<file path="src/rtl/btn_cond.sv">
// Four-button conditioner: 2-flop sync, per-bit debounce FSM, registered level/press/release pulses.
// Pulse latency DB_CYCLES+2 edges from first sample; no backpressure. Long-press via BTN_COND_LONGPRESS_EN.
module btn_cond #(
  parameter int DB_CYCLES = 1000000,
  parameter int LP_CYCLES = 100000000
) (
  input  logic       MCLK,
  input  logic       RST_N,
  input  logic [3:0] BTN_IN,
  output logic [3:0] BTN_LVL,
  output logic [3:0] BTN_PRESS,
  output logic [3:0] BTN_REL,
  output logic [3:0] BTN_LONG
);

  localparam int            CW      = $clog2(DB_CYCLES);
  localparam logic [CW-1:0] DB_LAST = CW'(DB_CYCLES - 1);

  typedef enum logic [1:0] {
    IDLE       = 2'd0,
    PRESS_WAIT = 2'd1,
    HELD       = 2'd2,
    REL_WAIT   = 2'd3
  } state_t;

  if (DB_CYCLES < 2 || LP_CYCLES < 1) begin : g_param_chk
    $error("btn_cond: DB_CYCLES must be >= 2 and LP_CYCLES >= 1");
  end

  logic [3:0] meta_q;
  logic [3:0] sync_q;

  always_ff @(posedge MCLK or negedge RST_N) begin
    if (!RST_N) begin
      meta_q <= '0;
      sync_q <= '0;
    end else begin
      meta_q <= BTN_IN;
      sync_q <= meta_q;
    end
  end

  for (genvar i = 0; i < 4; i++) begin : g_btn
    state_t        st_q, st_d;
    logic [CW-1:0] cnt_q, cnt_d;
    logic          lvl_q, lvl_d;
    logic          press_q, press_d;
    logic          rel_q, rel_d;

    always_comb begin
      st_d    = st_q;
      cnt_d   = cnt_q;
      lvl_d   = lvl_q;
      press_d = 1'b0;
      rel_d   = 1'b0;
      case (st_q)
        IDLE: begin
          if (sync_q[i]) begin
            st_d  = PRESS_WAIT;
            cnt_d = '0;
          end
        end
        PRESS_WAIT: begin
          if (!sync_q[i]) begin
            st_d = IDLE;
          end else if (cnt_q == DB_LAST) begin
            st_d    = HELD;
            lvl_d   = 1'b1;
            press_d = 1'b1;
          end else begin
            cnt_d = cnt_q + 1'b1;
          end
        end
        HELD: begin
          if (!sync_q[i]) begin
            st_d  = REL_WAIT;
            cnt_d = '0;
          end
        end
        REL_WAIT: begin
          // A bounce back to 1 returns to HELD silently; the release window restarts on the next drop.
          if (sync_q[i]) begin
            st_d = HELD;
          end else if (cnt_q == DB_LAST) begin
            st_d  = IDLE;
            lvl_d = 1'b0;
            rel_d = 1'b1;
          end else begin
            cnt_d = cnt_q + 1'b1;
          end
        end
        default: st_d = IDLE;
      endcase
    end

    always_ff @(posedge MCLK or negedge RST_N) begin
      if (!RST_N) begin
        st_q    <= IDLE;
        cnt_q   <= '0;
        lvl_q   <= 1'b0;
        press_q <= 1'b0;
        rel_q   <= 1'b0;
      end else begin
        st_q    <= st_d;
        cnt_q   <= cnt_d;
        lvl_q   <= lvl_d;
        press_q <= press_d;
        rel_q   <= rel_d;
      end
    end

    assign BTN_LVL[i]   = lvl_q;
    assign BTN_PRESS[i] = press_q;
    assign BTN_REL[i]   = rel_q;

`ifdef BTN_COND_LONGPRESS_EN
    localparam int            LW     = $clog2(LP_CYCLES + 1);
    localparam logic [LW-1:0] LP_MAX = LW'(LP_CYCLES);
    localparam logic [LW-1:0] LP_PRE = LW'(LP_CYCLES - 1);

    logic [LW-1:0] lp_q;
    logic          long_q;

    // Saturating at LP_MAX makes the pulse fire exactly once per press.
    always_ff @(posedge MCLK or negedge RST_N) begin
      if (!RST_N) begin
        lp_q   <= '0;
        long_q <= 1'b0;
      end else if (st_q == HELD || st_q == REL_WAIT) begin
        if (lp_q != LP_MAX) lp_q <= lp_q + 1'b1;
        long_q <= (lp_q == LP_PRE);
      end else begin
        lp_q   <= '0;
        long_q <= 1'b0;
      end
    end

    assign BTN_LONG[i] = long_q;
`else
    assign BTN_LONG[i] = 1'b0;
`endif
  end

endmodule

</file>
<file path="config.mk">
export PLATFORM = sky130hd
export DESIGN_NAME = btn_cond
export DESIGN_NICKNAME = d
export VERILOG_FILES = /design/src/rtl/btn_cond.sv
export SDC_FILE = /design/constraint.sdc
export NUM_CORES = 1
export LEC_CHECK = 0
export BUFFER_PORTS_ARGS = -buffer_cell sky130_fd_sc_hd__buf_2
export CAP_MARGIN = 40
export CORE_MARGIN = 2
export CORE_UTILIZATION = 30
export DETAILED_ROUTE_END_ITERATION = 6
export PLACE_DENSITY_LB_ADDON = 0.05
export SETUP_SLACK_MARGIN = 0.05
export SLEW_MARGIN = 20
export SYNTH_ARGS = -nofsm -noshare
export SYNTH_HDL_FRONTEND = slang
export SYNTH_SLANG_ARGS = --single-unit
</file>
<file path="constraint.sdc">
create_clock -name MCLK -period 1.8 [get_ports MCLK]
set_input_delay 0.36 -clock MCLK [delete_from_list [all_inputs] [get_ports MCLK]]
set_output_delay 0.36 -clock MCLK [all_outputs]
set_load 0.01 [all_outputs]
</file>
* Word-level counts from Yosys, hierarchy flattened
Index checks and enable logic that the tools add are counted.
Storage, ports and cells: flip-flop bits (word level) 108, input bits 6, output and inout port bits 16, logic and storage cells 186
Cells by class: add/subtract/negate cells 4, equal/unequal tests 48, mux-type cells 92, reductions and logical operators 20
Operators by type and width (count):
- two-way mux 20 bit | 20
- one-hot mux 20 bit (4 select lines) | 4
- adder 20 x 1 -> 20 bit (second input constant) | 4
- == test 20 bit (second input constant) | 4
- two-way mux 2 bit | 24
- inequality test 2 bit (second input constant) | 24
- two-way mux 1 bit | 36
- one-hot mux 2 bit (4 select lines) | 4
- AND reduction 4 bit | 8
- inequality test 3 bit (second input constant) | 8
- AND reduction 5 bit | 4
- == test 2 bit (second input constant) | 8
- == test 2 x 1 -> 1 bit (second input constant) | 4
- zero test 2 bit | 4
- one-hot mux 1 bit (2 select lines) | 4
- nonzero test 2 bit | 4

* Depth between registers and ports, before layout
Gate-level depths: netlist of run 1.
depth after elaboration 4, gate-level depth with buffers 8, mapped depth without buffers 6

* Least setup slack after synthesis of run 1
OpenSTA, ideal clock, no wires.
path kind register to register, start point register g_btn[2].cnt_q[0], end point register g_btn[2].cnt_q[17], library setup time 87 ps, data arrival time 1814 ps, data required time 1713 ps, slack -101 ps, cell stages (with the launch flop) 8, period minus slack after synthesis 1901 ps, cell sequence dfrtp_1 -> ha_1 -> nand3_1 -> or2_2 -> clkbuf_1 -> o21ai_4 -> or4b_1 -> o211ai_1
Between the ends: cells in the longest elaborated chain, start to end 4, elaborated cells on any way between the ends 6, classes of those cells add/sub (1); eq/ne (1); mux (4)
Ends and longest elaborated chain:
- start, declared | RTL line 45 | logic [CW-1:0] cnt_q, cnt_d;
- start signal, assigned | RTL line 105 | cnt_q <= cnt_d;
- adder 20 x 1 -> 20 bit / == test 20 bit (equally long branches)
- two-way mux 20 bit * | RTL line 66, 84
- two-way mux 20 bit, on equally long branches | RTL line 82, 64
- one-hot mux 20 bit (4 select lines) * | RTL line 56 | case (st_q)
Every way passes the cells marked *; elsewhere a longest branch is shown, timed or not. The select of a mux whose other input is x is not followed. A chain may end at the register's enable or synchronous reset.

* Final worst setup path of run 1
start point register g_btn[1].cnt_q[6], end point register g_btn[1].cnt_q[6]
Between the ends: cells in the longest elaborated chain, start to end 4, elaborated cells on any way between the ends 6, classes of those cells add/sub (1); eq/ne (1); mux (4)
Ends and longest elaborated chain (RTL line):
- start, declared | 45
- start signal, assigned | 105
- adder 20 x 1 -> 20 bit / == test 20 bit (equally long branches)
- two-way mux 20 bit * | 66, 84
- two-way mux 20 bit, on equally long branches | 82, 64
- one-hot mux 20 bit (4 select lines) * | 56
Marks and branches as above.

==> results of run 1 <==
## metal layers
metal  global-route usage, %  vias up
met4                    3.73        0
met1                    21.7     2580
li1                        -     2637
met3                    3.41       10
met5                       0        -
met2                    24.9       74
## worst max-delay path, delay by kind of cell (launching register included)
kind                   cells  cell delay, ps
AO/OA/AOI/OAI              2             470
flip-flops                 1             450
buffers and inverters      1             170
AND/OR/NAND/NOR            3             580
## flip-flops by register name, summed over array words and instances, names as in the netlist, named ones only
| name | count |
|---|---|
| g_btn.press_q | 4 |
| g_btn.rel_q | 4 |
| meta_q | 4 |
| g_btn.st_q | 4 |
| sync_q | 4 |
| g_btn.cnt_q | 80 |
| g_btn.lvl_q | 4 |
## worst max path at each step
| stage | to | slack [ps] | cells past startpoint |
|---|---|---|---|
| detailed placement | g_btn[2].rel_q$_DFF_PN0_ | -70 | 5 |
| global route | g_btn[1].cnt_q[6]$_DFFE_PN0P_ | -110 | 6 |
| global placement | g_btn[2].cnt_q[17]$_DFFE_PN0P_ | -70 | 5 |
| CTS | g_btn[2].cnt_q[19]$_DFFE_PN0P_ | -2 | 4 |
| floorplan | g_btn[2].cnt_q[18]$_DFFE_PN0P_ | 40 | 6 |
| finish | g_btn[1].cnt_q[6]$_DFFE_PN0P_ | -8 | 6 |
## power breakdown
part	internal [mW]	switching, mW	total, mW
Sequential	2.50	0.0798	2.58
Clock	1.33	0.955	2.29
Combinational	0.274	0.315	0.589
Total	4.11	1.35	5.46
## what timing repair did
action                                  in CTS  in global routing
resized for setup                           26                 83
cloned                                       0                  3
pin swaps                                   13                 39
hold endpoints to repair                     8                  0
setup buffers                               11                 21
endpoints found under the setup margin      44                 53
hold buffers                                 1                  0
## placed cells by master, fill, tap and decap left out, drive strengths merged, types with 2 or more instances in the layout
cell type / netlist / routed
clkinv: 0 / 2
o22ai: 2 / 2
o21a: 2 / 2
mux2i: 31 / 31
a21oi: 18 / 18
conb: 1 / 4
nor3: 19 / 19
or3: 6 / 6
dfrtp: 108 / 108
a21o: 7 / 7
nor3b: 5 / 5
and2: 4 / 4
nor4: 14 / 14
o41ai: 4 / 4
ha: 4 / 4
o21ai: 56 / 56
xnor2: 4 / 4
nand3: 58 / 58
nor4bb: 5 / 5
o21bai: 2 / 2
a211o: 4 / 4
nor4b: 7 / 7
or2: 4 / 4
nand2b: 3 / 3
o211ai: 5 / 5
nand2: 96 / 96
or4: 14 / 14
and3: 21 / 21
xor2: 3 / 3
o22a: 2 / 2
nand4: 21 / 21
bufinv: 0 / 2
clkbuf: 26 / 12
buf: 25 / 162
a31oi: 5 / 5
a22o: 8 / 8
and4: 4 / 4
inv: 15 / 15
nor2: 38 / 38
o31ai: 2 / 2
## kinds of logic (layout without fill, tap and decap cells)
kind of cell             Yosys count  in the layout  share of synthesized area (%)
AND/OR/NAND/NOR                  321            321                           28.4
AO/OA/AOI/OAI                    121            121                           12.9
flip-flops                       108            108                           45.7
buffers and inverters             66            194                           5.69
multiplexers                      32             32                           5.43
XOR/XNOR                           7              7                           1.04
adder cells (fa/ha/maj)            4              4                          0.846
other                              1              4                         0.0634
## per-stage QoR
step,worst slack (ps),instance area [um^2],TNS (ps),std cells
4_1_cts,-2.39,7520,-4.52,1032
6_report,-7.83,8020,-7.83,1056
3_3_place_gp,-66.4,6980,-205,1004
3_5_place_dp,-72.4,6980,-364,1004
5_1_grt,-105,8020,-527,1056
2_1_floorplan,43.3,5970,0,663
## layout make-up
class	instances	area share, %
Multi-Input combinational cell	489	41.1
Timing Repair Buffer	163	15.9
Inverter	15	0.733
Sequential cell	108	34.0
Tap cell	265	4.13
Clock buffer	12	3.32
Clock inverter	4	0.874
==> flow_summary.json, run 1 <==
{
  "slowest_delay_ps": 450,
  "synthMostInstantiatedCell": "dfrtp_1",
  "synth_edf_count": 0,
  "whs_path_depth": 1,
  "cts_root_buf": "clkbuf_16",
  "die_h_um": 144,
  "min_to": "meta_q[3]$_DFF_PN0_",
  "start_util_pct": 30.5,
  "synth-main-ff-cell": "dfrtp_1",
  "path_class": "reg2reg",
  "portBuffers": 17,
  "required_ps": 2030,
  "fmax_mhz": 553,
  "r2r_cells": 6,
  "grt_antenna_before_repair": 0,
  "wl_per_cell_um": 15.0,
  "cts_buffers": 9,
  "n_fill_cell": 1954,
  "hold_viol": 0,
  "core_area_um2": 19400,
  "htreeDepth": 3,
  "wl_met2_mm": 7.45,
  "drv_cap": 0,
  "leakage_nw": 3.71,
  "critPathCaptureType": "register",
  "grt_overflow": 0,
  "fin_total_pwr_mw": 5.46,
  "dieWidth_um": 144,
  "wl_met1_mm": 7.86,
  "syn_to_final_growth_pct": 35.5,
  "cp.arrival_ps": 2040,
  "routed.top_layer": "met4",
  "synth.avg_cell_area_um2": 8.97,
  "hpwlAfterDp_mm": 10.7,
  "tightest_slew_ps": 537,
  "path_clk_slew_ps": 80,
  "dr_total_vias": 5301,
  "critPathLaunch": "g_btn[1].cnt_q[6]$_DFFE_PN0P_",
  "grt_usage_pct": 15.6,
  "place_congestion": 0.755,
  "cts.sinks": 108,
  "cp_slowest_cell": "dfrtp_2",
  "grt_pass1_vias": 5084,
  "min-delay-start": "BTN_IN[3]",
  "grt_start_max_net_pins": 34,
  "met3_length_um": 424,
  "r2r-end": "g_btn[1].cnt_q[6]$_DFFE_PN0P_",
  "die-area_um2": 20900,
  "run_status": "complete, but fails checks",
  "fin_nets": 796,
  "violations": "negative setup slack",
  "relSlewSlack_pct": 64.2,
  "holdWs_ps": 102,
  "clock-skew-final_ps": 8.65,
  "ys_ff_latch": 108,
  "core.rowCount": 51,
  "drt-total-wl_mm": 15.9,
  "first_pass_iters": 5,
  "yosys.area.top_type": "dfrtp_1",
  "drc": 0,
  "clkLatencyLatePin_ps": 360,
  "tritoncts": "done",
  "syn_area_um2": 5920,
  "rsz0062_at_grt": "true",
  "drive_above_1_share_pct": 33.9,
  "first_iter_violations": 319,
  "finalMaxSlewViolations": 0,
  "setup_viol": 1,
  "fin_crit_ps": 1810,
  "period_share_pct": 100,
  "hp-class": "in2reg",
  "drtAntennaViolNets": 0,
  "grt_pass1_wl_mm": 25.6,
  "multi_input_area_um2": 3290,
  "fin_ws_ps": -7.83,
  "synthTopCellsByCount": "dfrtp_1, nand2_1, nand3_1",
  "ios": 22,
  "synthCells": 660,
  "worstPathMaxFanout": 12,
  "async_flop_share_pct": 100,
  "p_per_area_nw_per_um2": 681,
  "cts_buffer_depth": 2,
  "cp_cell_sequence": "nor4bb_2, nand4_1, o21ai_4, buf_6, nor4_1, a211o_1",
  "regArea_um2": 2720,
  "peakVddDrop_v": 0.000398,
  "netlist.area_leader.share_pct": 45.7,
  "final_util_pct": 41.3,
  "r2r_setup_slack_ps": -8,
  "diodes": 0,
  "rr_startpoint": "g_btn[1].cnt_q[6]$_DFFE_PN0P_",
  "viasPerCell": 5.02,
  "yosys_warnings": 0,
  "yosysUniqueCellTypes": 56,
  "netlist_top_cells_area": "dfrtp_1, nand2_1, mux2i_1",
  "start_kind": "register",
  "synth_seq_area_share_pct": 45.7
}
Note: power is estimated with default switching activity, not from simulation.
==> run 2, diff against run 1 <==
Settings changed: GPL_TIMING_DRIVEN set to 0.
==> run 2 against run 1 <==
Against the previous run: the run still ends with negative setup slack left; die area unchanged; global-route usage increased by 0.28 points; register-to-register slack about the same; routed wire length up 1.3%; worst hold slack better by 10 ps; power decreased by 6.2%; via count up 0.43%; setup slack worse by 10 ps; utilization fell by 0.18 points; count of clock-buffer cells in the layout increased by 2; largest power group unchanged.
==> flow_summary.json, run 2 (synthesis gave the netlist of run 1 again) <==
{
  "core_area_um2": 19400,
  "die-area_um2": 20900,
  "hp-class": "in2reg",
  "finalMaxSlewViolations": 0,
  "die_h_um": 144,
  "period_share_pct": 101,
  "drtAntennaViolNets": 0,
  "clock-skew-final_ps": 9.12,
  "cts.sinks": 108,
  "layout_common_cells": "buf_4, nand2_1, dfrtp_1, nand3_1, dfrtp_2",
  "largest_reg_flops": 80,
  "grt_overflow": 0,
  "cts_buffers": 9,
  "place_ws_ps": -597,
  "grt_usage_pct": 15.9,
  "first_pass_iters": 4,
  "fin_crit_ps": 1820,
  "grt_pass1_wl_mm": 26.4,
  "wl_per_cell_um": 15.5,
  "drc": 0,
  "top_register": "g_btn.cnt_q",
  "cts_buffer_depth": 2,
  "grt_antenna_before_repair": 0,
  "final_common_cell": "buf_4",
  "syn_to_final_growth_pct": 35.0,
  "cp.arrival_ps": 2090,
  "peakVddDrop_v": 0.000451,
  "place_congestion": 0.757,
  "first_iter_violations": 364,
  "critPathCaptureType": "register",
  "relSlewSlack_pct": 56.3,
  "cts_root_buf": "clkbuf_16",
  "p_per_area_nw_per_um2": 642,
  "n_fill_cell": 1976,
  "violations": "negative setup slack",
  "r2r_setup_slack_ps": -20,
  "dieWidth_um": 144,
  "fin_total_pwr_mw": 5.12,
  "hold_viol": 0,
  "required_ps": 2080,
  "drive_above_1_share_pct": 35.8,
  "whs_path_depth": 1,
  "portBuffers": 17,
  "drv_cap": 0,
  "grt_pass1_vias": 5158,
  "core.rowCount": 51,
  "path_class": "reg2reg",
  "fin_nets": 777,
  "holdWs_ps": 112,
  "drt-total-wl_mm": 16.1,
  "grt_start_max_net_pins": 56,
  "r2r_cells": 5,
  "htreeDepth": 3,
  "diodes": 0,
  "fmax_mhz": 550,
  "tightest_slew_ps": 655,
  "final_util_pct": 41.2,
  "start_kind": "register",
  "dr_total_vias": 5324,
  "tritoncts": "done",
  "setup_viol": 3,
  "path_clk_slew_ps": 70,
  "leakage_nw": 3.60,
  "ios": 22,
  "worstPathMaxFanout": 7,
  "clkLatencyLatePin_ps": 360,
  "hpwlAfterDp_mm": 9.88,
  "fin_ws_ps": -17.8,
  "viasPerCell": 5.13,
  "start_util_pct": 30.5,
  "rsz0062_at_grt": "true",
  "run_status": "complete, but fails checks"
}
## run 2: path summary, 6_finish.rpt
path / start / end
worst max-delay path: g_btn[2].cnt_q[7]$_DFFE_PN0P_ / g_btn[2].cnt_q[19]$_DFFE_PN0P_
worst min-delay path: BTN_IN[2] / meta_q[2]$_DFF_PN0_
worst max register to register: g_btn[2].cnt_q[7]$_DFFE_PN0P_ / g_btn[2].cnt_q[19]$_DFFE_PN0P_
worst min register to register: meta_q[3]$_DFF_PN0_ / sync_q[3]$_DFF_PN0_
max in group asynchronous: RST_N / g_btn[1].cnt_q[1]$_DFFE_PN0P_
min in group asynchronous: RST_N / g_btn[0].cnt_q[13]$_DFFE_PN0P_
## run 2: area by class of cell
class | count | area [um^2] | area share [%]
multi-input combinational | 489 | 3440 | 43.1
sequential | 108 | 2750 | 34.4
buffer | 44 | 345 | 4.32
clock buffer | 14 | 244 | 3.06
tap | 265 | 332 | 4.15
clock inverter | 2 | 35.0 | 0.439
inverter | 15 | 58.8 | 0.736
timing repair buffer | 100 | 778 | 9.75
## run 2: power by group
part,total [mW],internal (mW),switching [mW]
sequential,2.64,2.51,0.130
clock,2.00,1.08,0.913
combinational,0.485,0.210,0.274
## run 2: worst max-delay path, cell delays in order, from the launching register on
cell and delay [ps]:
dfrtp_1 340, buf_6 150, nand4_4 110, or4_4 570, or4_4 430, o211ai_2 150
## run 2: layer usage
layer,up-vias,global-route usage (%),share of wire (%)
met5,-,0,0
met4,0,4.34,1.3
met3,16,3.28,3.2
met2,93,25.8,47
met1,2614,21.6,48
li1,2601,-,-
## run 2: what timing repair did
action                                  CTS  global route
setup buffers                            52            24
hold endpoints to repair                 45             0
pin swaps                                35            47
gates resized for setup                  86           124
endpoints found under the setup margin   92            86
cloned                                    1             4
hold buffers                              1             0
## run 2: per-stage QoR
step / TNS [ps] / instances / area [um^2]
detailed placement: -27840 / 946 / 6420
floorplan: 0 / 663 / 5970
finish: -29.2 / 1037 / 7990
CTS: -7.30 / 1009 / 7440
global route: -2030 / 1037 / 7990
global placement: -142260 / 945 / 6390
